[src/rtl/secded_fault_injector.sv]
// Fault injector between SECDED encoder and decoder: flips one, two or two adjacent
// codeword bits at LFSR-chosen positions, on an arm request or every period-th word.
module secded_fault_injector #(
    parameter int unsigned    W    = 39,
    parameter logic [15:0]    SEED = 16'hACE1,
    localparam int unsigned   PB   = $clog2(W)
) (
    input  logic             clk,
    input  logic             rst,
    input  logic             in_valid,
    input  logic [W-1:0]     in_data,
    input  logic [1:0]       mode,
    input  logic             arm,
    input  logic [15:0]      period,
    output logic             out_valid,
    output logic [W-1:0]     out_data,
    output logic [W-1:0]     out_err_mask,
    output logic [15:0]      inj_count,
    output logic             pending
);

    localparam int unsigned RW        = PB + 1;
    localparam logic [15:0] SEED_EFF  = (SEED == 16'h0000) ? 16'h0001 : SEED;
    localparam logic [15:0] LFSR_TAPS = 16'hB400;
    localparam logic [1:0]  MODE_NONE   = 2'b00;
    localparam logic [1:0]  MODE_SINGLE = 2'b01;
    localparam logic [1:0]  MODE_DOUBLE = 2'b10;
    localparam logic [1:0]  MODE_BURST  = 2'b11;

    logic [15:0]   lfsr_q,    lfsr_d;
    logic [15:0]   cnt_q,     cnt_d;
    logic          pending_q, pending_d;
    logic [15:0]   count_q,   count_d;
    logic          valid_q,   valid_d;
    logic [W-1:0]  data_q,    data_d;
    logic [W-1:0]  mask_q,    mask_d;

    logic [PB-1:0] p1_c;
    logic [PB-1:0] p1_next_c;
    logic [PB-1:0] p2_raw_c;
    logic [PB-1:0] p2_c;
    logic [W-1:0]  mask_c;
    logic          period_hit_c;
    logic          inj_c;

    // r < 2W, so one conditional subtraction maps r into 0..W-1.
    function automatic logic [PB-1:0] reduce_pos(input logic [PB-1:0] r);
        logic [RW-1:0] r_ext;
        r_ext = RW'(r);
        if (r_ext >= RW'(W)) begin
            r_ext = r_ext - RW'(W);
        end
        return PB'(r_ext);
    endfunction

    function automatic logic [PB-1:0] inc_wrap(input logic [PB-1:0] p);
        return (p == PB'(W - 1)) ? '0 : p + PB'(1);
    endfunction

    // Bit positions and injection mask from the current LFSR state
    always_comb begin
        p1_c      = reduce_pos(lfsr_q[PB-1:0]);
        p1_next_c = inc_wrap(p1_c);
        p2_raw_c  = reduce_pos(lfsr_q[8 +: PB]);
        p2_c      = (p2_raw_c == p1_c) ? p1_next_c : p2_raw_c;
        mask_c    = '0;
        case (mode)
            MODE_SINGLE: begin
                mask_c[p1_c] = 1'b1;
            end
            MODE_DOUBLE: begin
                mask_c[p1_c] = 1'b1;
                mask_c[p2_c] = 1'b1;
            end
            MODE_BURST: begin
                mask_c[p1_c]      = 1'b1;
                mask_c[p1_next_c] = 1'b1;
            end
            default: begin
                mask_c = '0;
            end
        endcase
    end

    // Injection decision and next-state logic
    always_comb begin
        period_hit_c = in_valid && (period != 16'd0) && (cnt_q == period - 16'd1);
        inj_c        = in_valid && (mode != MODE_NONE) && (pending_q || arm || period_hit_c);

        lfsr_d    = {1'b0, lfsr_q[15:1]} ^ (lfsr_q[0] ? LFSR_TAPS : 16'h0000);
        cnt_d     = cnt_q;
        pending_d = pending_q;
        count_d   = count_q;
        valid_d   = in_valid;
        data_d    = '0;
        mask_d    = '0;

        if ((period == 16'd0) || (mode == MODE_NONE)) begin
            cnt_d = 16'd0;
        end else if (in_valid) begin
            cnt_d = (cnt_q >= period - 16'd1) ? 16'd0 : cnt_q + 16'd1;
        end

        if ((mode == MODE_NONE) || inj_c) begin
            pending_d = 1'b0;
        end else if (arm) begin
            pending_d = 1'b1;
        end

        if (inj_c && (count_q != 16'hFFFF)) begin
            count_d = count_q + 16'd1;
        end

        if (in_valid) begin
            mask_d = inj_c ? mask_c : '0;
            data_d = in_data ^ mask_d;
        end
    end

    always_ff @(posedge clk) begin
        if (rst) begin
            lfsr_q    <= SEED_EFF;
            cnt_q     <= 16'd0;
            pending_q <= 1'b0;
            count_q   <= 16'd0;
            valid_q   <= 1'b0;
            data_q    <= '0;
            mask_q    <= '0;
        end else begin
            lfsr_q    <= lfsr_d;
            cnt_q     <= cnt_d;
            pending_q <= pending_d;
            count_q   <= count_d;
            valid_q   <= valid_d;
            data_q    <= data_d;
            mask_q    <= mask_d;
        end
    end

    assign out_valid    = valid_q;
    assign out_data     = data_q;
    assign out_err_mask = mask_q;
    assign inj_count    = count_q;
    assign pending      = pending_q;

endmodule

[config.mk]
export PLATFORM = sky130hd
export DESIGN_NAME = secded_fault_injector
export DESIGN_NICKNAME = d
export VERILOG_FILES = /design/src/rtl/secded_fault_injector.sv
export SDC_FILE = /design/constraint.sdc
export NUM_CORES = 1
export LEC_CHECK = 0
export BUFFER_PORTS_ARGS = -buffer_cell sky130_fd_sc_hd__buf_2
export CAP_MARGIN = 0
export CORE_MARGIN = 2
export CORE_UTILIZATION = 27
export CTS_CLUSTER_DIAMETER = 50
export DETAILED_ROUTE_END_ITERATION = 7
export PLACE_DENSITY = 0.56
export SLEW_MARGIN = 30
export SYNTH_ARGS = -nofsm -noshare
export SYNTH_HDL_FRONTEND = slang
export SYNTH_SLANG_ARGS = --single-unit
[constraint.sdc]
create_clock -name clk -period 5 [get_ports clk]
set_input_delay 0.25 -clock clk [delete_from_list [all_inputs] [get_ports clk]]
set_output_delay 0.25 -clock clk [all_outputs]
set_load 0.01 [all_outputs]
Yosys cells after proc, flatten, opt, wreduce, memory -nomap -nowiden
Cells that the tools add are included.
Widths: inputs -> output; s select.
{"block": "classes", "add_sub_neg": 6, "magnitude_cmp": 9, "eq_ne": 7, "n_mux": 14, "bitwise_logic": 5, "reduce_logical": 19}
{"operator": "$pmux 39 s3", "n": 1}
{"operator": "$or 39x39->39", "n": 2}
{"operator": "$mux 39", "n": 1}
{"operator": "$xor 39x39->39", "n": 1}
{"operator": "$add 16x1->16 const B", "n": 2}
{"operator": "$mux 16", "n": 2}
{"operator": "$mux 6", "n": 4}
{"operator": "$lt 6x7->1 const B", "n": 3}
{"operator": "$demux 1 s6", "n": 3}
{"operator": "$ge 6x1->1 const B", "n": 3}
{"operator": "$eq 16x16->1", "n": 1}
{"operator": "$ge 16x16->1", "n": 1}
{"operator": "$logic_not 16->1", "n": 1}
{"operator": "$ne 16x16->1 const B", "n": 1}
{"operator": "$reduce_bool 16->1", "n": 1}
{"operator": "$sub 16x1->16 const B", "n": 1}
{"operator": "$xor 15x16->16", "n": 1}
{"operator": "$ge 6x6->1 const B", "n": 2}
{"operator": "$sub 6x6->6 const B", "n": 2}
{"operator": "$logic_and 1x1->1", "n": 8}
{"operator": "$add 6x1->6 const B", "n": 1}
{"operator": "$eq 6x6->1", "n": 1}
{"operator": "$eq 6x6->1 const B", "n": 1}
{"operator": "$reduce_or 2->1", "n": 3}
{"operator": "other kinds (7)", "n": 13}
{"block": "word_totals", "ff_bits": 128, "wordCells": 67}

Depth between registers and ports, before layout
{"block": "logic_depth", "ltp_word": 13, "depth_mapped": 17, "ltp_nobuf": 16}

Worst setup path after synthesis
No wires, ideal clock.
{"block": "synth_path", "path_kind": "flip-flop to flip-flop", "start": "reg lfsr_q[1]", "end": "reg data_q[26] (netlist: out_data[26])", "setup_time_ns": 0.070, "arrival_time_ns": 4.136, "slack_ns": 0.794, "stages_incl_launch_ff": 17, "cell_sequence": "dfxtp_1 > ha_1 > a211o_1 > a21boi_0 > nor2_1 > inv_1 > clkbuf_1 > ha_1 > nand2_1 > or3_1 > a21oi_1 > a221oi_2 > nor4b_4 > mux2i_1 > o31a_1 > or3_1 > a21oi_1"}
{"block": "synth_between", "elab_chain_len": 13, "elab_cells_between_ends": 28, "classes_between": "add/sub (2); order compare (7); eq/ne (2); mux (11); bitwise (3); reduce/logical (3)"}
{"element": "from (decl)", "line_no": "30", "rtl": "logic [15:0] lfsr_q, lfsr_d;"}
{"element": "from (signal assigned)", "line_no": "130", "rtl": "lfsr_q <= lfsr_d;"}
{"element": "$sub 6x6->6 / $ge 6x6->1 (equally long branches)", "line_no": "51, 50"}
{"element": "$mux 6 *", "line_no": "50", "rtl": "if (r_ext >= RW'(W)) begin"}
{"element": "$add 6x1->6 / $eq 6x6->1 (equally long branches)", "line_no": "57", "rtl": "return (p == PB'(W - 1)) ? '0 : p + PB'(1);"}
{"element": "$mux 6", "line_no": "57"}
{"element": "$mux 6", "line_no": "65", "rtl": "p2_c = (p2_raw_c == p1_c) ? p1_next_c : p2_raw_c;"}
{"element": "$lt 6x7->1 (implied by the code) / $ge 6x1->1 (equally long branches)", "line_no": "73", "rtl": "mask_c[p2_c] = 1'b1;"}
{"element": "$logic_and 1x1->1 (implied by the code)", "line_no": "73"}
{"element": "$mux 1 (implied by the code)", "line_no": "73"}
{"element": "$demux 1 s6", "line_no": "73"}
{"element": "$or 39x39->39 (no source line)"}
{"element": "$pmux 39 s3 *", "line_no": "67", "rtl": "case (mode)"}
{"element": "$mux 39 *", "line_no": "115", "rtl": "mask_d = inj_c ? mask_c : '0;"}
{"element": "$xor 39x39->39 *", "line_no": "116", "rtl": "data_d = in_data ^ mask_d;"}
{"element": "to (signal assigned)", "line_no": "135", "rtl": "data_q <= data_d;"}
{"element": "to (decl)", "line_no": "35", "rtl": "logic [W-1:0] data_q, data_d;"}
Mark *: on every way between the ends. The rest lies on a longest branch, timed or not.
A chain may end at the register's enable or synchronous reset.

Worst setup path in the final report
{"block": "layout_path", "start": "reg lfsr_q[0]", "end": "reg data_q[13] (netlist: out_data[13])"}
Same word-level chain as after synthesis.

==> results.tsv <==
metric	value	unit
worst_pin_slew	0.9327	ns
io_pins	157	
tns	0	ns
dp_cells	1490	
die-area	30120	um^2
p_leak	3.986	nW
yosysSeqAreaShare	33.02	%
cp_common_cell	or3_1	
grt_pass1_wl	42590	um
netlist_top_cells_area	dfxtp_1, nor2_1, xnor2_1, nand2_1, ha_1	
cts_setup_buffers	0	
fmax	219.3	MHz
routed_wl	27090	um
final_cell_count_no_fill	1524	
multi_input_area	4867	um^2
grt_max_degree	57	
hpwl	20460	um
syn_to_final_growth	23.97	%
cts.sinks	128	
dp_worst_setup_slack	0.4101	ns
portBuffers	156	
slowest_delay	0.47	ns
fp.dieH	173.5	um
core	28470	um^2
cp.required	5.34	ns
post_cts_resized	0	
tritoncts.num_buffers	17	
finalHoldViolations	0	
synth.ff_latch_count	128	
antenna_found_initial	4	
rsz0062_at_grt	false	
drc	0	
drv_slew	0	
clock_latency	0.42	ns
netlist_area	7761	um^2
postSynthCellCount	970	
drive_gt1_share	23.92	%
max-cap-violations	0	
initial_core_util	27.26	%
status	finished, final reports clean	
finalClockSkew	0.008124	ns
die_w	173.5	um
num_vias	7942	
clk_pin_slew_worst_paths	0.06	ns
crit_type	flop to flop	
num-fill-cells	3022	
setup_viol	0	
synthArstFlopShare	0	%
worst_setup_path_start_kind	flop	
htree_levels	4	
critPathCaptureType	flop	
synth_flop_cell	dfxtp_1	
synth_top_area_cell	dfxtp_1	
slowest_stage	dfxtp_1	
firstDrtPassIters	5	
finalCriticalPeriod	4.560	ns
crit_family	simple AND/OR/NAND/NOR gates	
fin_crit_sh	91.19	%
regArea	2562	um^2
wl_per_cell	17.78	um
arrival	4.90	ns
grt_pass1_vias	7675	
setup_slack	0.4404	ns
clock_path_buffers	2	
postRouteAntennaNets	0	
grt-ovfl-total	0	
synth_top_area_share	33.02	%
slew_headroom	37.34	%
track_usage	17.94	%
synth_cell_types	79	
via_per_inst	5.211	
avgSynthCellArea	8.001	um^2
hold_buffers	0	
place.gp.congestion	0.9344	
p_per_area	296.0	nW/um^2
cts_root_buffer	clkbuf_16	
path_cells	ha_1, a211o_1, and3_1, nor2_2, inv_1, ha_1, nand2_1, or4_1, buf_4, nand2_1, or3_1, or3_1, a21oi_1, a221oi_1, or3_1, a21oi_1	
cts_tree	done	
synth_nets	1054	
nets	1209	
worstHoldPathType	input port to flop	
synth_warnings	0	
path_buf_inv	2	
synth_edf_count	0	
fp-row-count	62	
drt_iter0_markers	607	
peakVddDrop	0.0002274	V
crit_fanout	15	
==> state kept, by name, summed over array words and instances, names as in the netlist <==
name and cells:
cnt_q 16, inj_count 16, lfsr_q 16, out_data 39
out_err_mask 39, out_valid 1, pending 1
==> metrics by stage <==
step                utilization, %  hold WS, ns  power [mW]  area (um^2)
floorplan                        -       0.3893       1.438         7761
global placement             31.72       0.3940       1.629         9030
detailed placement           31.72       0.3923       1.628         9030
CTS                          33.76      0.08629       2.864         9612
global route                 33.77       0.1051       2.970         9614
finish                       33.80       0.1031       2.848         9622
==> logic make-up after synthesis <==
kind of cell,synth area share (%)
AO/OA/AOI/OAI,23.26
flip-flops,33.02
adder cells (fa/ha/maj),3.708
buffers and inverters,4.401
multiplexers,2.902
AND/OR/NAND/NOR,27.29
XOR/XNOR,5.417
==> final cells by class <==
| type | count | share of cell area (%) |
|---|---|---|
| multi-input cells | 765 | 50.59 |
| flip-flops and latches | 128 | 26.63 |
| repair buffers | 190 | 10.77 |
| well taps | 384 | 4.993 |
| clock buffers | 21 | 4.889 |
| clock inverters | 10 | 1.157 |
| inverters | 23 | 0.8973 |
| diodes | 3 | 0.07802 |
==> power breakdown <==
part	switching (mW)	internal, mW	leakage, nW
clock network	0.464	0.767	0.281
registers	0.0247	1.05	1.04
logic	0.358	0.186	2.66
total	0.847	2.00	3.99
==> per-layer routing <==
metal / routed length [um] / vias up / track usage, %
li1: - / 3897 / -
met1: 12040 / 3649 / 22.66
met2: 11600 / 320 / 27.30
met3: 2304 / 74 / 5.899
met4: 1140 / 2 / 9.075
met5: 13 / - / 0
==> worst paths after layout <==
path | to | slack (ns) | cells after the start | startpoint
worst min register to register | lfsr_q[5] | 0.41 | 1 | lfsr_q[6]
worst max register to register | out_data[13] | 0.44 | 16 | lfsr_q[0]
worst min-delay path | out_data[12] | 0.10 | 3 | in_data[12]
worst max-delay path | out_data[13] | 0.44 | 16 | lfsr_q[0]
==> tightest hold or removal path: stages <==
cell	delay, ns
buf_2	0.11
nand2_1	0.05
o31ai_1	0.05
==> cell usage in the layout, fill, tap and decap left out, types with 28 or more instances in the layout <==
cell	count
or3_1	28
xnor2_1	36
a21oi_1	54
nor3_1	49
buf_2	156
buf_4	34
nand2_1	81
nand3_1	35
o21ai_0	46
nor2_1	100
dfxtp_1	128
==> Yosys cell counts (all sizes together) (17+ instances only) <==
cell type and instances:
nand2 81, nor2 101, o211ai 18, or3 28
inv 22, clkbuf 37, dfxtp 128, o21ai 48
nand4 23, buf 17, o31ai 17, a21oi 54
nand3 36, and3 22, nor3 50, xnor2 36
ha 23
Note: power is estimated with default switching activity, not from simulation.
